<file path="config.mk">
export PLATFORM = sky130hd
export DESIGN_NAME = div_period_meter_flat
export DESIGN_NICKNAME = d
export VERILOG_FILES = /design/src/rtl/div_period_meter_if.sv /design/src/rtl/div_period_meter.sv /design/src/flat_wrapper.sv
export SDC_FILE = /design/constraint.sdc
export NUM_CORES = 1
export LEC_CHECK = 0
export CAP_MARGIN = 5
export CORE_ASPECT_RATIO = 0.9
export CORE_UTILIZATION = 29
export DETAILED_ROUTE_END_ITERATION = 12
export PLACE_DENSITY = 0.49
export SLEW_MARGIN = 20
export SYNTH_ARGS = -nofsm -noshare
export SYNTH_HDL_FRONTEND = slang
export SYNTH_SLANG_ARGS = --single-unit
</file>
<file path="constraint.sdc">
create_clock -name clk -period 2.3 [get_ports clk]
set_input_delay 0.345 -clock clk [delete_from_list [all_inputs] [get_ports clk]]
set_output_delay 0.345 -clock clk [all_outputs]
set_load 0.1 [all_outputs]
</file>
<file path="src/rtl/div_period_meter_if.sv">
// Result port of div_period_meter: one captured divider period per valid/ready transfer.
// The meter drives through the master modport and the consumer through the slave modport.
interface div_period_meter_if #(
  parameter int CNT_W = 16
);
  logic             meas_valid;
  logic             meas_ready;
  logic [CNT_W:0]   meas_period;
  logic [CNT_W-1:0] meas_high;
  logic [CNT_W-1:0] meas_low;
  logic             duty_even;

  modport master (
    output meas_valid, meas_period, meas_high, meas_low, duty_even,
    input  meas_ready
  );

  modport slave (
    input  meas_valid, meas_period, meas_high, meas_low, duty_even,
    output meas_ready
  );
endinterface

</file>
<file path="src/rtl/div_period_meter.sv">
// Period meter for an even clock divider output: high, low and total period in clk cycles.
// Define DIV_PERIOD_METER_SYNC_EN to add a two-flop synchronizer for an asynchronous div_in.
module div_period_meter #(
  parameter int CNT_W     = 16,
  parameter int STALL_CYC = 1024
) (
  input  logic                clk,
  input  logic                reset_n,
  input  logic                ena,
  input  logic                clr,
  input  logic                div_in,
  div_period_meter_if.master  meas,
  output logic                overrun,
  output logic                stall
);

  typedef enum logic [1:0] {IDLE, SYNC, HIGH, LOW} state_t;

  localparam logic [CNT_W-1:0] CNT_MAX  = '1;
  localparam logic [CNT_W-1:0] CNT_ONE  = CNT_W'(1);
  localparam logic [CNT_W-1:0] STALL_TH = CNT_W'(STALL_CYC);

  state_t           r_state, w_state_nxt;
  logic [CNT_W-1:0] r_hi, r_lo, w_hi_nxt, w_lo_nxt;
  logic             r_s, r_s_d, w_din;
  logic             w_rise, w_fall, w_capture, w_stall_nxt;

  logic             r_valid, r_overrun, r_stall, r_duty;
  logic [CNT_W:0]   r_period;
  logic [CNT_W-1:0] r_high, r_low;

`ifdef DIV_PERIOD_METER_SYNC_EN
  logic [1:0] r_meta;

  always_ff @(posedge clk or negedge reset_n) begin
    if (!reset_n) r_meta <= '0;
    else          r_meta <= {r_meta[0], div_in};
  end

  assign w_din = r_meta[1];
`else
  assign w_din = div_in;
`endif

  // NOTE: sequential state uses non-blocking assignments so every flop sees pre-edge values.
  always_ff @(posedge clk or negedge reset_n) begin
    if (!reset_n) begin
      r_s   <= 1'b0;
      r_s_d <= 1'b0;
    end else begin
      r_s   <= w_din;
      r_s_d <= r_s;
    end
  end

  assign w_rise = r_s & ~r_s_d;
  assign w_fall = ~r_s & r_s_d;

  always_ff @(posedge clk or negedge reset_n) begin
    if (!reset_n) begin
      r_state <= IDLE;
      r_hi    <= '0;
      r_lo    <= '0;
      r_stall <= 1'b0;
    end else begin
      r_state <= w_state_nxt;
      r_hi    <= w_hi_nxt;
      r_lo    <= w_lo_nxt;
      r_stall <= w_stall_nxt;
    end
  end

  // NOTE: every combinational output gets a default first, so no path can infer a latch.
  always_comb begin
    w_state_nxt = r_state;
    w_hi_nxt    = r_hi;
    w_lo_nxt    = r_lo;
    w_capture   = 1'b0;

    if (!ena) begin
      w_state_nxt = IDLE;
      w_hi_nxt    = '0;
      w_lo_nxt    = '0;
    end else if (clr) begin
      w_state_nxt = SYNC;
      w_hi_nxt    = '0;
      w_lo_nxt    = '0;
    end else begin
      unique case (r_state)
        IDLE: begin
          w_state_nxt = SYNC;
          w_hi_nxt    = '0;
          w_lo_nxt    = '0;
        end
        // The phase in progress when measurement starts is never trusted.
        SYNC: begin
          if (w_rise) begin
            w_state_nxt = HIGH;
            w_hi_nxt    = CNT_ONE;
            w_lo_nxt    = '0;
          end
        end
        HIGH: begin
          if (w_fall) begin
            w_state_nxt = LOW;
            w_lo_nxt    = CNT_ONE;
          end else if (r_s && (r_hi != CNT_MAX)) begin
            w_hi_nxt = r_hi + CNT_ONE;
          end
        end
        LOW: begin
          if (w_rise) begin
            w_capture   = 1'b1;
            w_state_nxt = HIGH;
            w_hi_nxt    = CNT_ONE;
            w_lo_nxt    = '0;
          end else if (!r_s && (r_lo != CNT_MAX)) begin
            w_lo_nxt = r_lo + CNT_ONE;
          end
        end
        default: begin
          w_state_nxt = IDLE;
          w_hi_nxt    = '0;
          w_lo_nxt    = '0;
        end
      endcase
    end

    // Stall follows the counter that will be active after this edge.
    w_stall_nxt = ((w_state_nxt == HIGH) && (w_hi_nxt >= STALL_TH)) ||
                  ((w_state_nxt == LOW)  && (w_lo_nxt >= STALL_TH));
  end

  // NOTE: result data is reset as well, since every output must read 0 out of reset.
  always_ff @(posedge clk or negedge reset_n) begin
    if (!reset_n) begin
      r_valid   <= 1'b0;
      r_overrun <= 1'b0;
      r_high    <= '0;
      r_low     <= '0;
      r_period  <= '0;
      r_duty    <= 1'b0;
    end else if (clr) begin
      r_valid   <= 1'b0;
      r_overrun <= 1'b0;
    end else if (w_capture) begin
      if (!r_valid || meas.meas_ready) begin
        r_valid  <= 1'b1;
        r_high   <= r_hi;
        r_low    <= r_lo;
        r_period <= {1'b0, r_hi} + {1'b0, r_lo};
        r_duty   <= (r_hi == r_lo);
      end else begin
        r_overrun <= 1'b1;
      end
    end else if (r_valid && meas.meas_ready) begin
      r_valid <= 1'b0;
    end
  end

  assign meas.meas_valid  = r_valid;
  assign meas.meas_high   = r_high;
  assign meas.meas_low    = r_low;
  assign meas.meas_period = r_period;
  assign meas.duty_even   = r_duty;
  assign overrun          = r_overrun;
  assign stall            = r_stall;

endmodule

</file>
<file path="src/flat_wrapper.sv">
// flat-port wrapper written by rule: the top's interface ports become plain ports
module div_period_meter_flat 
#(
  parameter int CNT_W     = 16,
  parameter int STALL_CYC = 1024
)
  (clk, reset_n, ena, clr, div_in, overrun, stall, meas_meas_valid, meas_meas_period, meas_meas_high, meas_meas_low, meas_duty_even, meas_meas_ready);
  div_period_meter_if #(.CNT_W(CNT_W)) meas_i ();
  input  logic clk;
  input  logic reset_n;
  input  logic ena;
  input  logic clr;
  input  logic div_in;
  output logic overrun;
  output logic stall;
  output wire logic [$bits(meas_i.meas_valid)-1:0] meas_meas_valid;
  output wire logic [$bits(meas_i.meas_period)-1:0] meas_meas_period;
  output wire logic [$bits(meas_i.meas_high)-1:0] meas_meas_high;
  output wire logic [$bits(meas_i.meas_low)-1:0] meas_meas_low;
  output wire logic [$bits(meas_i.duty_even)-1:0] meas_duty_even;
  input wire logic [$bits(meas_i.meas_ready)-1:0] meas_meas_ready;
  assign meas_meas_valid = meas_i.meas_valid;
  assign meas_meas_period = meas_i.meas_period;
  assign meas_meas_high = meas_i.meas_high;
  assign meas_meas_low = meas_i.meas_low;
  assign meas_duty_even = meas_i.duty_even;
  assign meas_i.meas_ready = meas_meas_ready;
  div_period_meter #(.CNT_W(CNT_W), .STALL_CYC(STALL_CYC)) u_core (.clk(clk), .reset_n(reset_n), .ena(ena), .clr(clr), .div_in(div_in), .meas(meas_i), .overrun(overrun), .stall(stall));
endmodule
</file>
==> results of run 1 <==
per-layer routing:
| layer | share of wire [%] | up-vias | routed length (µm) |
|---|---|---|---|
| met5 | 0 | - | 0 |
| met4 | 4.0 | 0 | 676 |
| met3 | 3.8 | 46 | 632 |
| met2 | 46 | 166 | 7670 |
| met1 | 46 | 2527 | 7800 |
| li1 | - | 2458 | - |
cell type report:
cell class	count	area (µm²)	area share, %
clock inverter	3	17.5	0.236
tap	211	264	3.56
sequential	89	2230	30.1
timing repair buffer	207	1650	22.3
inverter	15	56.3	0.759
clock buffer	12	246	3.32
multi-input combinational	443	2950	39.7
power groups by stage:
stage,Clock [W],Sequential (W),Combinational [W]
after floorplan,0,0.00162,0.0000564
after global placement,0,0.00160,0.000169
after detailed placement,0,0.00160,0.000172
after CTS,0.00142,0.00157,0.000193
after global routing,0.00148,0.00157,0.000213
final,0.00138,0.00157,0.000195
cells in the final DEF (no fill, tap or decap), drive strengths merged, types with 9 or more instances in the layout:
master / n
ha: 18
or3: 9
nor2: 29
buf: 202
nand2: 138
o21ai: 40
nand3: 21
and3: 9
nand2b: 9
clkbuf: 12
a21oi: 25
dfrtp: 89
a31oi: 10
inv: 15
a311oi: 9
nor3: 14
worst paths after layout:
kind / start / to / slack (ns) / depth (start not counted)
min in group asynchronous: reset_n / u_core.meas.meas_period[15] / 0.52 / 2
max: u_core.r_hi[8] / u_core.stall / 0.01 / 9
max reg2reg: u_core.r_hi[8] / u_core.stall / 0.01 / 9
max in group asynchronous: reset_n / u_core.r_hi[2] / 1.10 / 3
min: clr / u_core.overrun / 0.43 / 3
min reg2reg: u_core.meas.meas_period[7] / u_core.meas.meas_period[7] / 0.47 / 2
state kept, by name, summed over array words and instances (netlist names):
name,cells
u_core.meas.meas_low,16
u_core.meas.meas_valid,1
u_core.r_state,2
u_core.r_lo,16
u_core.meas.meas_period,17
u_core.stall,1
u_core.r_s,1
u_core.meas.duty_even,1
u_core.overrun,1
u_core.r_s_d,1
u_core.meas.meas_high,16
u_core.r_hi,16
cells by family (layout without fill, tap and decap cells):
logic type	Yosys count	in the layout	synth area share, %
mux	4	4	0.800
simple gates	269	269	26.1
buf+inv	40	237	3.30
flops	89	89	44.5
compound gates	142	142	18.9
xor+xnor	9	9	1.58
fa+ha+maj	19	19	4.90
per-stage QoR:
stage	total power [W]	TNS, ns	setup WS [ns]	hold slack, ns
final	0.00315	0	0.0112	0.434
after global placement	0.00177	-0.607	-0.310	0.355
after global routing	0.00326	-0.274	-0.191	0.425
after CTS	0.00318	-0.0913	-0.0523	0.425
after detailed placement	0.00178	-1.40	-0.393	0.359
after floorplan	0.00168	0	0.00163	0.0494
what timing repair did:
action / in CTS / in global routing
resized for setup: 34 / 50
hold buffers: 1 / 0
setup endpoints to repair: 10 / 13
buffers inserted: 18 / 15
endpoints found under the hold margin: 40 / 0
pin swaps: 14 / 27
worst min-delay path, delay by kind of cell:
kind	cells	cell delay, ns
AO/OA/AOI/OAI	1	0.08
buffers and inverters	2	0.33
==> reports/results.ini, run 1 <==
[timing]
finClkSkew_ns = 0.00693
rsz0062_at_grt = true
setup_viol = 0
worst_pin_slew_ns = 0.536
hold_violations = 0
final_max_slew_viol_count = 0
slew_headroom_pct = 64.0
period_minus_slack_ns = 2.29
max_freq_mhz = 437
fin_crit_sh_pct = 99.5

[die]
die_area_mm2 = 0.0178
die_h_um = 127
die_w_um = 140
coreArea_mm2 = 0.0169
rows = 45
ios = 59
start_util_pct = 29.6

[power]
seqPwrFrac_pct = 50.0
clockPowerShare_pct = 43.8
switching_share_pct = 23.9
p_comb_share_pct = 6.2
peakVddDrop_v = 0.000286
internal_power_w = 0.00239
p_leak_nw = 3.60
p_sw_w = 0.000754
pwr_density_cell_mw_per_mm2 = 424

[finish]
n_antenna_cell = 0
syn_to_final_growth_pct = 48.3
utilization_pct = 43.9
final_cell_count_no_fill = 980
design_area_mm2 = 0.00742
n_fill_cell = 1624
drive_gt1_share_pct = 37.1
nNetsFinal = 790

[detailed_routing]
vias_per_cell = 5.30
num_vias = 5197
routed_wirelength_um = 16800
dr.pass1.iters = 5
drtIter0Drc = 323
antenna_left = 0
drc_errors = 0
post_drt_wl_per_cell_um = 17.1

[place]
post-dp-hpwl_um = 12400
numPortBuffers = 58
place.gp.congestion = 0.868
dpl-instance-area_mm2 = 0.00654
place_inst = 933

[global_routing]
grt_busiest_layer = met2
grt_first_pass_wirelength_um = 26700
grt_antenna_before_repair = 0
met1_usage_pct = 25.8
grtUsageTotal_pct = 19.6
use_met3_pct = 3.17
grt_pass1_vias = 5097
grt_max_degree = 50
grt_use_met2_pct = 30.8
grt_overflow_total = 0

[logic_synthesis]
syn_inst = 572
syn_nets = 597
synth-edff-count = 0
async_reset_ff_share_pct = 100
post-synth-top-count-cell = nand2_1
synthTopCellsByArea = dfrtp_1 (45%), nand2_1 (10%), ha_1 (4.5%), o21ai_0 (3.9%), a21oi_1 (2.5%)
synth_largest_area_cell = dfrtp_1
synth_commonest_cells = nand2_1 (137), dfrtp_1 (89), o21ai_0 (39), nor2_1 (27), a21oi_1 (25)
yosys.area.top_type_share_pct = 44.5
syn_area_per_cell_um2 = 8.75
ys.flop_type = dfrtp_1
syn_area_mm2 = 0.00500
ys_seq_area_share_pct = 44.5
yosysUniqueCellTypes = 70
ys_warn_count = 0
ys_ff_latch = 89

[worst_setup_path]
cp.required_ns = 2.53
crit_buf_inv = 2
cp_top_family = simple AND/OR/NAND/NOR gates
critPathMaxFanout = 3
path_class = reg -> reg
cp-start-kind = flip-flop
end_kind = flip-flop
worstPathCellList = buf_4, and4_4, and2_4, buf_6, o21a_1, o221a_2, or4_4, nor4_4, a211oi_2
crit_path_max_incr_delay_ns = 0.55
cp.arrival_ns = 2.51
slowest_stage = or4_4

[clock_network]
clk_path_buf_depth = 2
cts_tree = built
path_clk_slew_ns = 0.06
cts_sinks = 89
cts_made_buffers = 9
cts-root-buf = clkbuf_16
clkLatencyLatePin_ns = 0.35
cts.htree.levels = 3

[job]
cap_violations = 0

[min_path]
hp-class = in -> reg

[run_status]
status = completed

(Power assumes the default switching activity.)
==> inputs of run 2 (changes only) <==
--- a/config.mk
+++ b/config.mk
@@ -9,6 +9,7 @@
 export CORE_ASPECT_RATIO = 0.9
 export CORE_UTILIZATION = 29
 export DETAILED_ROUTE_END_ITERATION = 12
+export HOLD_SLACK_MARGIN = 0.1
 export PLACE_DENSITY = 0.49
 export SLEW_MARGIN = 20
 export SYNTH_ARGS = -nofsm -noshare
==> results of run 2 <==
Final layout, timing and power as in run 1 (identical DEF).
==> inputs of run 3 (changes only) <==
--- a/config.mk
+++ b/config.mk
@@ -7,10 +7,10 @@
 export LEC_CHECK = 0
 export CAP_MARGIN = 5
 export CORE_ASPECT_RATIO = 0.9
-export CORE_UTILIZATION = 29
+export CORE_UTILIZATION = 51
 export DETAILED_ROUTE_END_ITERATION = 12
 export HOLD_SLACK_MARGIN = 0.1
-export PLACE_DENSITY = 0.49
+export PLACE_DENSITY = 0.77
 export SLEW_MARGIN = 20
 export SYNTH_ARGS = -nofsm -noshare
 export SYNTH_HDL_FRONTEND = slang
==> reports/results.ini, run 3 (synthesis results as in run 1) <==
[clock_network]
cts_sinks = 89
cts_tree = built
cts-root-buf = clkbuf_8
cts.htree.levels = 3
cts_made_buffers = 9
clkLatencyLatePin_ns = 0.37
path_clk_slew_ns = 0.09
clk_path_buf_depth = 2

[finish]
drive_gt1_share_pct = 32.1
final_cell_count_no_fill = 853
layout_common_cells = buf_4 (160), nand2_1 (137), dfrtp_1 (84), o21ai_0 (36), nor2_1 (26)
layout_commonest_cell = buf_4
syn_to_final_growth_pct = 35.2
largest_reg_flops = 17
n_fill_cell = 713
n_antenna_cell = 0
nNetsFinal = 751

[global_routing]
grt_antenna_before_repair = 0
grt_overflow_total = 0
grt_first_pass_wirelength_um = 24300
grt_pass1_vias = 4946
grt_max_degree = 57
grtUsageTotal_pct = 31.1

[timing]
final_max_slew_viol_count = 0
rsz0062_at_grt = true
setup_viol = 2
period_minus_slack_ns = 2.38
setup_ws_ns = -0.0803
slew_headroom_pct = 64.2
hold_violations = 0
max_freq_mhz = 420
worst_pin_slew_ns = 0.534
fin_crit_sh_pct = 103
finClkSkew_ns = 0.0142

[min_path]
whs_path_depth = 1
min_to = u_core.r_s
hp-class = in -> reg
hold_path_startpoint = div_in

[detailed_routing]
routed_wirelength_um = 15400
drtIter0Drc = 373
vias_per_cell = 6.00
drc_errors = 0
dr.pass1.iters = 5
antenna_left = 0
post_drt_wl_per_cell_um = 18.0
num_vias = 5121

[run_status]
violations = negative setup slack
status = finished with violations

[worst_setup_path]
worstPathCellList = buf_4, ha_4, and3_4, and3_4, buf_4, a211o_1, or4_4, nand3_2, nor2_1, a211oi_2
slowest_stage = dfrtp_1
end_kind = flip-flop
rrSetupSlack_ns = -0.08
r2r_start = u_core.r_lo[0]
cp.arrival_ns = 2.66
rr_worst_depth = 10
cp.required_ns = 2.58
reg2reg_to = u_core.stall
crit_path_max_incr_delay_ns = 0.42
cp-start-kind = flip-flop
path_class = reg -> reg
critPathMaxFanout = 4

[die]
rows = 33
start_util_pct = 53.6
die_h_um = 96.0
ios = 59
die_w_um = 106
coreArea_mm2 = 0.00933
die_area_mm2 = 0.0102

[power]
p_sw_w = 0.000730
p_comb_share_pct = 6.1
clockPowerShare_pct = 39.8
pwr_density_cell_mw_per_mm2 = 430
internal_power_w = 0.00218
fin_total_pwr_w = 0.00291
seqPwrFrac_pct = 54.1
peakVddDrop_v = 0.000315
p_leak_nw = 3.32
switching_share_pct = 25.1

[place]
place.gp.congestion = 0.921
post-place-ws_ns = -0.321
post-dp-hpwl_um = 11300
numPortBuffers = 58
place_inst = 827

[job]
cap_violations = 0

## run 3: cell types whose count changed in the layout (fill, tap and decap cells not counted), sizes merged
cell           delta
bufinv            +1
inv               +2
dlygate4sd2       -1
clkdlybuf4s50     +1
clkbuf            -2
buf              -39
## run 3: power by group through the flow
stage / Combinational [W] / Clock (W) / Sequential [W]
6_report: 0.000178 / 0.00116 / 0.00157
5_1_grt: 0.000195 / 0.00123 / 0.00157
4_1_cts: 0.000176 / 0.00118 / 0.00157
3_3_place_gp: 0.000168 / 0 / 0.00160
3_5_place_dp: 0.000171 / 0 / 0.00160
2_1_floorplan: 0.0000564 / 0 / 0.00162
## run 3: what timing repair did
item                                    in CTS  in global routing
hold buffers                                 1                  0
gates resized for setup                     17                 24
setup buffers                                1                  8
hold endpoints to repair                    27                  0
endpoints found under the setup margin       8                 13
pin swaps                                    2                 17
## run 3: worst max-delay path by stage
stage                    from                          end  cells past startpoint
2_1_floorplan  u_core.r_hi[0]  u_core.meas.meas_period[16]                     10
3_3_place_gp              clr                 u_core.stall                      8
3_5_place_dp              clr                 u_core.stall                      8
4_1_cts        u_core.r_lo[1]                 u_core.stall                      9
5_1_grt        u_core.r_lo[1]                 u_core.stall                     10
6_report       u_core.r_lo[0]                 u_core.stall                     10
## run 3: final cells by class
class	count	area, µm²	area share (%)
Timing Repair Buffer	168	1310	19.4
Multi-Input combinational cell	443	2800	41.4
Tap cell	122	153	2.26
Inverter	15	56.3	0.833
Clock buffer	10	138	2.04
Clock inverter	6	75.1	1.11
Sequential cell	89	2230	33.0
## run 3: critical path, delay by kind of cell, from the launching register on
kind / cells / cell delay (ns)
AOI/OAI and AO/OA: 2 / 0.47
adders and majority gates: 1 / 0.17
buffers and inverters: 2 / 0.31
DFF: 1 / 0.42
and+or+nand+nor: 5 / 0.95
## run 3: layer usage
metal / vias up / wire length (µm) / global-route usage [%]
met4: 0 / 379 / 11.8
met3: 41 / 1030 / 5.21
met1: 2482 / 6530 / 39.2
met2: 217 / 7410 / 54.2
li1: 2381 / - / -
met5: - / 0 / 0
## run 3: metrics by stage
stage | hold WS, ns | instance area, µm² | TNS, ns | util (%)
after global placement | 0.292 | 6290 | -0.465 | 67.4
after floorplan | 0.0494 | 5000 | 0 | -
after CTS | 0.403 | 6580 | -0.0182 | 70.5
final | 0.410 | 6760 | -0.0994 | 72.5
after detailed placement | 0.307 | 6290 | -0.690 | 67.4
after global routing | 0.398 | 6760 | -0.374 | 72.5
